<file path="config.mk">
export PLATFORM = sky130hd
export DESIGN_NAME = adder_tree_arbiter
export DESIGN_NICKNAME = d
export VERILOG_FILES = /design/src/rtl/adder_tree_pkg.sv /design/src/rtl/adder_tree_add8.sv /design/src/rtl/adder_tree_arbiter.sv
export SDC_FILE = /design/constraint.sdc
export NUM_CORES = 1
export LEC_CHECK = 0
export BUFFER_PORTS_ARGS = -buffer_cell sky130_fd_sc_hd__buf_2
export CORE_MARGIN = 2
export CORE_UTILIZATION = 40
export CTS_CLUSTER_SIZE = 14
export DETAILED_ROUTE_END_ITERATION = 8
export PLACE_DENSITY = 0.7
export SLEW_MARGIN = 20
export SYNTH_ARGS = -nofsm -noshare
export SYNTH_HDL_FRONTEND = slang
export SYNTH_HIERARCHICAL = 1
export SYNTH_SLANG_ARGS = --single-unit
</file>
<file path="constraint.sdc">
create_clock -name clk -period 3.8 [get_ports clk]
set_input_delay 0.76 -clock clk [delete_from_list [all_inputs] [get_ports clk]]
set_output_delay 0.76 -clock clk [all_outputs]
set_load 0.02 [all_outputs]
</file>
<file path="src/rtl/adder_tree_pkg.sv">
// Shared constants and helpers for the round-robin arbitrated 8-operand adder tree.
package adder_tree_pkg;

  localparam int unsigned DEF_ADDER_WIDTH = 5;
  localparam int unsigned DEF_NUM_REQ     = 4;
  localparam int unsigned OPS_PER_REQ     = 8;
  // Summing eight operands needs log2(8) extra carry bits.
  localparam int unsigned SUM_GROWTH      = 3;

  function automatic int unsigned id_width(input int unsigned n);
    return (n < 2) ? 1 : $clog2(n);
  endfunction

  function automatic int unsigned sum_width(input int unsigned w);
    return w + SUM_GROWTH;
  endfunction

endpackage

</file>
<file path="src/rtl/adder_tree_add8.sv">
// Combinational unsigned sum of eight operands as a three-level binary tree.
module adder_tree_add8
  import adder_tree_pkg::*;
#(
  parameter int unsigned W = DEF_ADDER_WIDTH
) (
  input  logic [OPS_PER_REQ*W-1:0] i_ops,
  output logic [W+2:0]             o_sum
);

  logic [W:0]   w_l1 [4];
  logic [W+1:0] w_l2 [2];

  // Each level widens by one bit, so no carry is ever dropped.
  for (genvar g = 0; g < 4; g++) begin : g_l1
    assign w_l1[g] = {1'b0, i_ops[(2*g)*W +: W]} + {1'b0, i_ops[(2*g+1)*W +: W]};
  end

  for (genvar g = 0; g < 2; g++) begin : g_l2
    assign w_l2[g] = {1'b0, w_l1[2*g]} + {1'b0, w_l1[2*g+1]};
  end

  assign o_sum = {1'b0, w_l2[0]} + {1'b0, w_l2[1]};

endmodule

</file>
<file path="src/rtl/adder_tree_arbiter.sv">
// Round-robin arbiter feeding a two-stage adder-tree pipeline with a
// valid/ready result port; the whole pipeline freezes while a result waits.
module adder_tree_arbiter
  import adder_tree_pkg::*;
#(
  parameter  int unsigned ADDER_WIDTH = DEF_ADDER_WIDTH,
  parameter  int unsigned NUM_REQ     = DEF_NUM_REQ,
  localparam int unsigned ID_W        = id_width(NUM_REQ),
  localparam int unsigned SUM_W       = sum_width(ADDER_WIDTH),
  localparam int unsigned OPS_W       = OPS_PER_REQ * ADDER_WIDTH
) (
  input  logic                     clk,
  input  logic                     rst_n,
  input  logic [NUM_REQ-1:0]       req_valid,
  output logic [NUM_REQ-1:0]       req_ready,
  input  logic [NUM_REQ-1:0]       req_half,
  input  logic [NUM_REQ*OPS_W-1:0] req_data,
  output logic                     res_valid,
  input  logic                     res_ready,
  output logic [SUM_W-1:0]         res_sum,
  output logic [ID_W-1:0]          res_id,
  output logic                     busy,
  output logic [15:0]              op_count
);

  logic [ID_W-1:0]  r_rr_ptr;
  logic             r_s1_vld;
  logic             r_s1_half;
  logic [ID_W-1:0]  r_s1_id;
  logic [OPS_W-1:0] r_s1_ops;
  logic             r_s2_vld;
  logic [SUM_W-1:0] r_s2_sum;
  logic [ID_W-1:0]  r_s2_id;
  logic [15:0]      r_op_count;

  logic             w_stall;
  logic             w_grant_vld;
  logic [ID_W-1:0]  w_grant_id;
  logic [OPS_W-1:0] w_tree_ops;
  logic [SUM_W-1:0] w_tree_sum;

  assign w_stall = r_s2_vld && !res_ready;

  // Search starts at r_rr_ptr and wraps; reset also suppresses any grant.
  always_comb begin
    int unsigned v_pos;
    // NOTE: every output gets a default before any branch, otherwise a
    // path that skips an assignment infers a latch.
    w_grant_vld = 1'b0;
    w_grant_id  = '0;
    req_ready   = '0;
    v_pos       = 0;
    if (rst_n && !w_stall) begin
      for (int unsigned i = 0; i < NUM_REQ; i++) begin
        v_pos = 32'(r_rr_ptr) + i;
        if (v_pos >= NUM_REQ) v_pos = v_pos - NUM_REQ;
        if (!w_grant_vld && req_valid[v_pos[ID_W-1:0]]) begin
          w_grant_vld = 1'b1;
          w_grant_id  = v_pos[ID_W-1:0];
        end
      end
    end
    if (w_grant_vld) req_ready[w_grant_id] = 1'b1;
  end

  always_ff @(posedge clk or negedge rst_n) begin
    if (!rst_n) begin
      r_rr_ptr   <= '0;
      r_s1_vld   <= 1'b0;
      r_s2_vld   <= 1'b0;
      r_s2_sum   <= '0;
      r_s2_id    <= '0;
      r_op_count <= '0;
    end else begin
      // NOTE: sequential state uses non-blocking assignments so every
      // register samples pre-edge values regardless of statement order.
      if (w_grant_vld)
        r_rr_ptr <= (w_grant_id == ID_W'(NUM_REQ - 1)) ? '0 : w_grant_id + 1'b1;
      if (!w_stall) begin
        r_s1_vld <= w_grant_vld;
        r_s2_vld <= r_s1_vld;
        if (r_s1_vld) begin
          r_s2_sum <= w_tree_sum;
          r_s2_id  <= r_s1_id;
        end
      end
      if (r_s2_vld && res_ready) r_op_count <= r_op_count + 16'd1;
    end
  end

  // NOTE: the operand register carries no reset; r_s1_vld qualifies it,
  // so clearing it would only add reset fan-out to a wide datapath.
  always_ff @(posedge clk) begin
    if (!w_stall && w_grant_vld) begin
      r_s1_ops  <= req_data[w_grant_id*OPS_W +: OPS_W];
      r_s1_id   <= w_grant_id;
      r_s1_half <= req_half[w_grant_id];
    end
  end

  always_comb begin
    w_tree_ops = r_s1_ops;
    if (r_s1_half) w_tree_ops[OPS_W-1:OPS_W/2] = '0;
  end

  adder_tree_add8 #(
    .W (ADDER_WIDTH)
  ) u_add8 (
    .i_ops (w_tree_ops),
    .o_sum (w_tree_sum)
  );

  assign res_valid = r_s2_vld;
  assign res_sum   = r_s2_sum;
  assign res_id    = r_s2_id;
  assign busy      = r_s1_vld || r_s2_vld;
  assign op_count  = r_op_count;

endmodule

</file>
==> PnR_summary.wiki <==
{| class="wikitable"
! Metric !! Value
|-
| Fin crit share || 105%
|-
| Top_reg_cell synth || sky130_fd_sc_hd__edfxtp_1
|-
| P_sw || 1730 uW
|-
| Number of cells produced by synthesis || 424
|-
| GRT met1 Usage || 17.8%
|-
| Layer with the highest usage || met2
|-
| Largest family of logic cells by synthesized area || multiplexers
|-
| Worst IR Drop VDD || 0.555 mV
|-
| Buffer depth of the longest clock path || 2
|-
| Post-synthesis sequential area ratio || 39.5%
|-
| Area of the die || 13,900 um2
|-
| Startpoint Class || flip-flop
|-
| Hold/Removal Path Class || reg2reg
|-
| Fmax || 251 MHz
|-
| Relative contribution of sequential cells to total power || roughly 25%
|-
| Synthesized Nets || 634
|-
| Root buffer cell || sky130_fd_sc_hd__clkbuf_16
|-
| Clock share of power || 18.2%
|-
| Clock tree from TritonCTS || built
|-
| Area fraction in and, or, nand and nor cells after synthesis || under 10%
|-
| Number of I/O pins || just over 200
|-
| Clock-pin transition on the worst setup and hold timing paths || 0.06 ns
|-
| Commonest non-fill, non-tap cell in the layout || sky130_fd_sc_hd__buf_2
|-
| Commonest cells after routing, fill and taps aside || 202 x sky130_fd_sc_hd__buf_2, 123 x sky130_fd_sc_hd__mux2i_1, 55 x sky130_fd_sc_hd__inv_1
|-
| Worst hold margin || about 0.47 ns
|-
| Setup slack of the critical path after layout || -0.183 ns
|-
| Slew headroom || 53.0%
|-
| Leakage component of the power || 0.00353 uW
|-
| Diodes inserted || 0
|-
| Die span in y || 118 um
|-
| Critical path data required time || roughly 4 ns
|-
| Status || finished, violations left
|-
| Pin count of the biggest net entering global routing || 71
|-
| Clock skew after layout || 0.00762 ns
|-
| Slew of the pin with the lowest slew margin || 0.704 ns
|-
| Slowest cell on the critical path || sky130_fd_sc_hd__fa_1
|-
| Critical Path Max Stage Delay || ~0.48 ns
|-
| Final Max Slew Viols || 0
|-
| Top fanout value on the critical path || 7
|-
| CP Data Arrival Time || 4.20 ns
|-
| GRT met2 Usage || approximately 28%
|-
| Detail Route Antenna Nets || 0
|-
| GRT Resource Usage Total || 15.4%
|-
| Switching power as a share of total power || a little under two fifths
|-
| Post-synthesis register bit count || 73
|-
| Number of global-route vias before repair || 3,862
|-
| Adder-cell share of the synthesized area || 13.6%
|-
| Internal power summed over all cells || 2880 uW
|-
| Total number of placement rows || 41
|-
| Cell with the most instances on the worst path || sky130_fd_sc_hd__fa_1
|-
| Failing checks || negative setup slack
|-
| DRT Pass-1 Iters || 4
|-
| Max-cap violations || 0
|-
| Post-synthesis async set-or-reset flop share || about two fifths
|-
| Number of enable flip-flop cells after synthesis || 43
|-
| Via count of the routed design || 3,760
|-
| Final wirelength || 10,700 um
|-
| Detailed router's first-iteration violation count || 82
|-
| Post-DR wirelength/cell || 13.2 um
|-
| DRC Markers || 0
|-
| Class of the most critical setup path || reg2reg
|-
| Met3 track utilization from global routing || 3.25%
|-
| Synthesized-area fraction occupied by ao, oa, aoi and oai cells || approximately 2.2%
|-
| RSZ-0062 raised after global routing || true
|-
| Gp weighted congestion || 0.759
|-
| Area growth, synth to finish || 29.6%
|-
| Hold_buf cts || 0
|-
| Power density normalized to cell area || 688 nW/um2
|-
| Cell-by-cell trace of the critical path || buf_6, nor2b_2, fa_1, inv_1, fa_1, fa_1, fa_1, inv_1, ha_2, inv_2, fa_2, nand2b_4, a21oi_2, xor2_1, mux2_2
|-
| Clock Sink Count || 73
|-
| Clock buffer count from CTS || 9
|-
| Number of failing setup endpoints in the final timing report || 5
|-
| Via count normalized by instance count || 4.64
|-
| Post-Syn Area || around 5200 um2
|-
| Dpl hpwl || 8530 um
|-
| Post-layout utilization of the core || 53.1%
|-
| Nets || about 840
|-
| Port Buf Inserts || 202
|-
| Yosys warnings || 6
|-
| Share of total power in combinational logic || around 57%
|-
| Max H-tree Level || 3
|-
| Multiplexer area fraction after synthesis || 26.4%
|-
| Wire length of the first global-routing pass || between 15,000 and 20,000 um
|-
| Xor/xnor share of the synthesized area || 3.05%
|-
| Initial core utilization || between 40% and 50%
|-
| Endpoint class of the critical path || flip-flop
|-
| Width of the die || 118 um
|-
| Area of the core region || around 13,000 um2
|-
| Layout cells sized above 1 || 40.8%
|-
| Final Hold Vio Count || 0
|-
| Number of distinct standard cells referenced by the synthesized netlist || 40
|-
| Remaining global-route overflow || 0
|-
| Setup slack after placement || -0.241 ns
|-
| Syn_area_per_cell || about 12 um2
|-
| Initial antenna violation count || 0
|-
| Shortest clock period the worst path allows after layout || approximately 4 ns
|-
| Insertion delay to the later sink of the worst-skew pair || 0.33 ns
|}
[area by class of cell]
class                      instances  area [um2]
fill                            1102        5920
timing repair buffer             216        1140
inverter                          57         214
multi-input combinational        277        2800
tap                              172         215
sequential                        73        2040
clock buffer                      10         229
clock inverter                     6        67.6
[cell families after synthesis]
group | Yosys count
DFF | 73
buffers and inverters | 74
muxes | 135
and+or+nand+nor | 72
xor gates and xnor gates | 18
adders and majority gates | 39
AOI/OAI and AO/OA | 13
[registers in the layout (all words and copies together) (netlist names)]
signal	count
r_s1_id	2
res_id	2
op_count	16
r_s1_vld	1
r_s1_half	1
r_s1_ops	40
res_sum	8
r_rr_ptr	2
res_valid	1
[stage by stage]
step / setup TNS, ns / cell area [um2] / total power [uW] / std cells
2_1_floorplan: -0.167 / 5200 / 2970 / 424
3_3_place_gp: -0.431 / 6350 / 3520 / 792
3_5_place_dp: -0.767 / 6350 / 3590 / 792
4_1_cts: -0.642 / 6700 / 4650 / 811
5_1_grt: -1.36 / 6700 / 5000 / 811
6_report: -0.602 / 6700 / 4610 / 811
[critical path, delay by kind of cell (launching register included)]
family | cells | cell delay, ns
multiplexers | 1 | 0.25
flip-flops | 1 | 0.42
buffers and inverters | 4 | 0.36
adder cells (fa/ha/maj) | 6 | 2.35
AND/OR/NAND/NOR | 2 | 0.27
AO/OA/AOI/OAI | 1 | 0.12
XOR/XNOR | 1 | 0.07
[per-layer routing]
| layer | routed length [um] | vias up |
|---|---|---|
| met5 | 0 | - |
| met4 | 158 | 0 |
| met3 | 450 | 15 |
| met2 | 5690 | 114 |
| met1 | 4370 | 1766 |
| li1 | - | 1865 |
[power groups by stage]
stage          Clock, uW  Combinational (uW)  Sequential [uW]
2_1_floorplan          0                1740             1240
3_3_place_gp           0                2360             1160
3_5_place_dp           0                2440             1160
4_1_cts              859                2650             1150
5_1_grt              888                2950             1160
6_report             839                2630             1140
[synth_stat cells, types with 2 or more instances]
master,n,area [um2]
sky130_fd_sc_hd__buf_4,6,45.0
sky130_fd_sc_hd__edfxtp_1,43,1290
sky130_fd_sc_hd__nor2b_1,21,131
sky130_fd_sc_hd__nand3_1,8,40.0
sky130_fd_sc_hd__dfrtp_1,30,751
sky130_fd_sc_hd__buf_2,2,10.0
sky130_fd_sc_hd__and2_1,3,18.8
sky130_fd_sc_hd__nand2b_1,9,56.3
sky130_fd_sc_hd__clkbuf_1,2,7.51
sky130_fd_sc_hd__and3_1,3,18.8
sky130_fd_sc_hd__nand2_1,10,37.5
sky130_fd_sc_hd__xor2_1,5,43.8
sky130_fd_sc_hd__xnor2_1,13,114
sky130_fd_sc_hd__mux2_2,12,135
sky130_fd_sc_hd__a21oi_1,3,15.0
sky130_fd_sc_hd__inv_1,56,210
sky130_fd_sc_hd__nor2_1,11,41.3
sky130_fd_sc_hd__mux2i_1,123,1230
sky130_fd_sc_hd__nor3_1,2,10.0
sky130_fd_sc_hd__fa_1,29,581
sky130_fd_sc_hd__buf_12,5,100
sky130_fd_sc_hd__ha_1,10,125
[final timing paths]
check | slack (ns) | depth (start not counted) | to | startpoint
max in group asynchronous | 3.01 | 2 | res_sum[7]$_DFFE_PN0P_ | rst_n
max | -0.18 | 15 | res_sum[6]$_DFFE_PN0P_ | r_s1_half$_DFFE_PP_
min reg2reg | 0.47 | 1 | op_count[15]$_DFFE_PN0P_ | op_count[15]$_DFFE_PN0P_
max reg2reg | -0.18 | 15 | res_sum[6]$_DFFE_PN0P_ | r_s1_half$_DFFE_PP_
min in group asynchronous | 0.50 | 2 | op_count[3]$_DFFE_PN0P_ | rst_n
min | 0.47 | 1 | op_count[15]$_DFFE_PN0P_ | op_count[15]$_DFFE_PN0P_
[timing repair]
item	CTS	global route
endpoints found under the setup margin	5	5
pin swaps	8	5
cloned	1	0
setup buffers	2	0
resized for setup	10	0
Power figures use the tool's default switching activity.
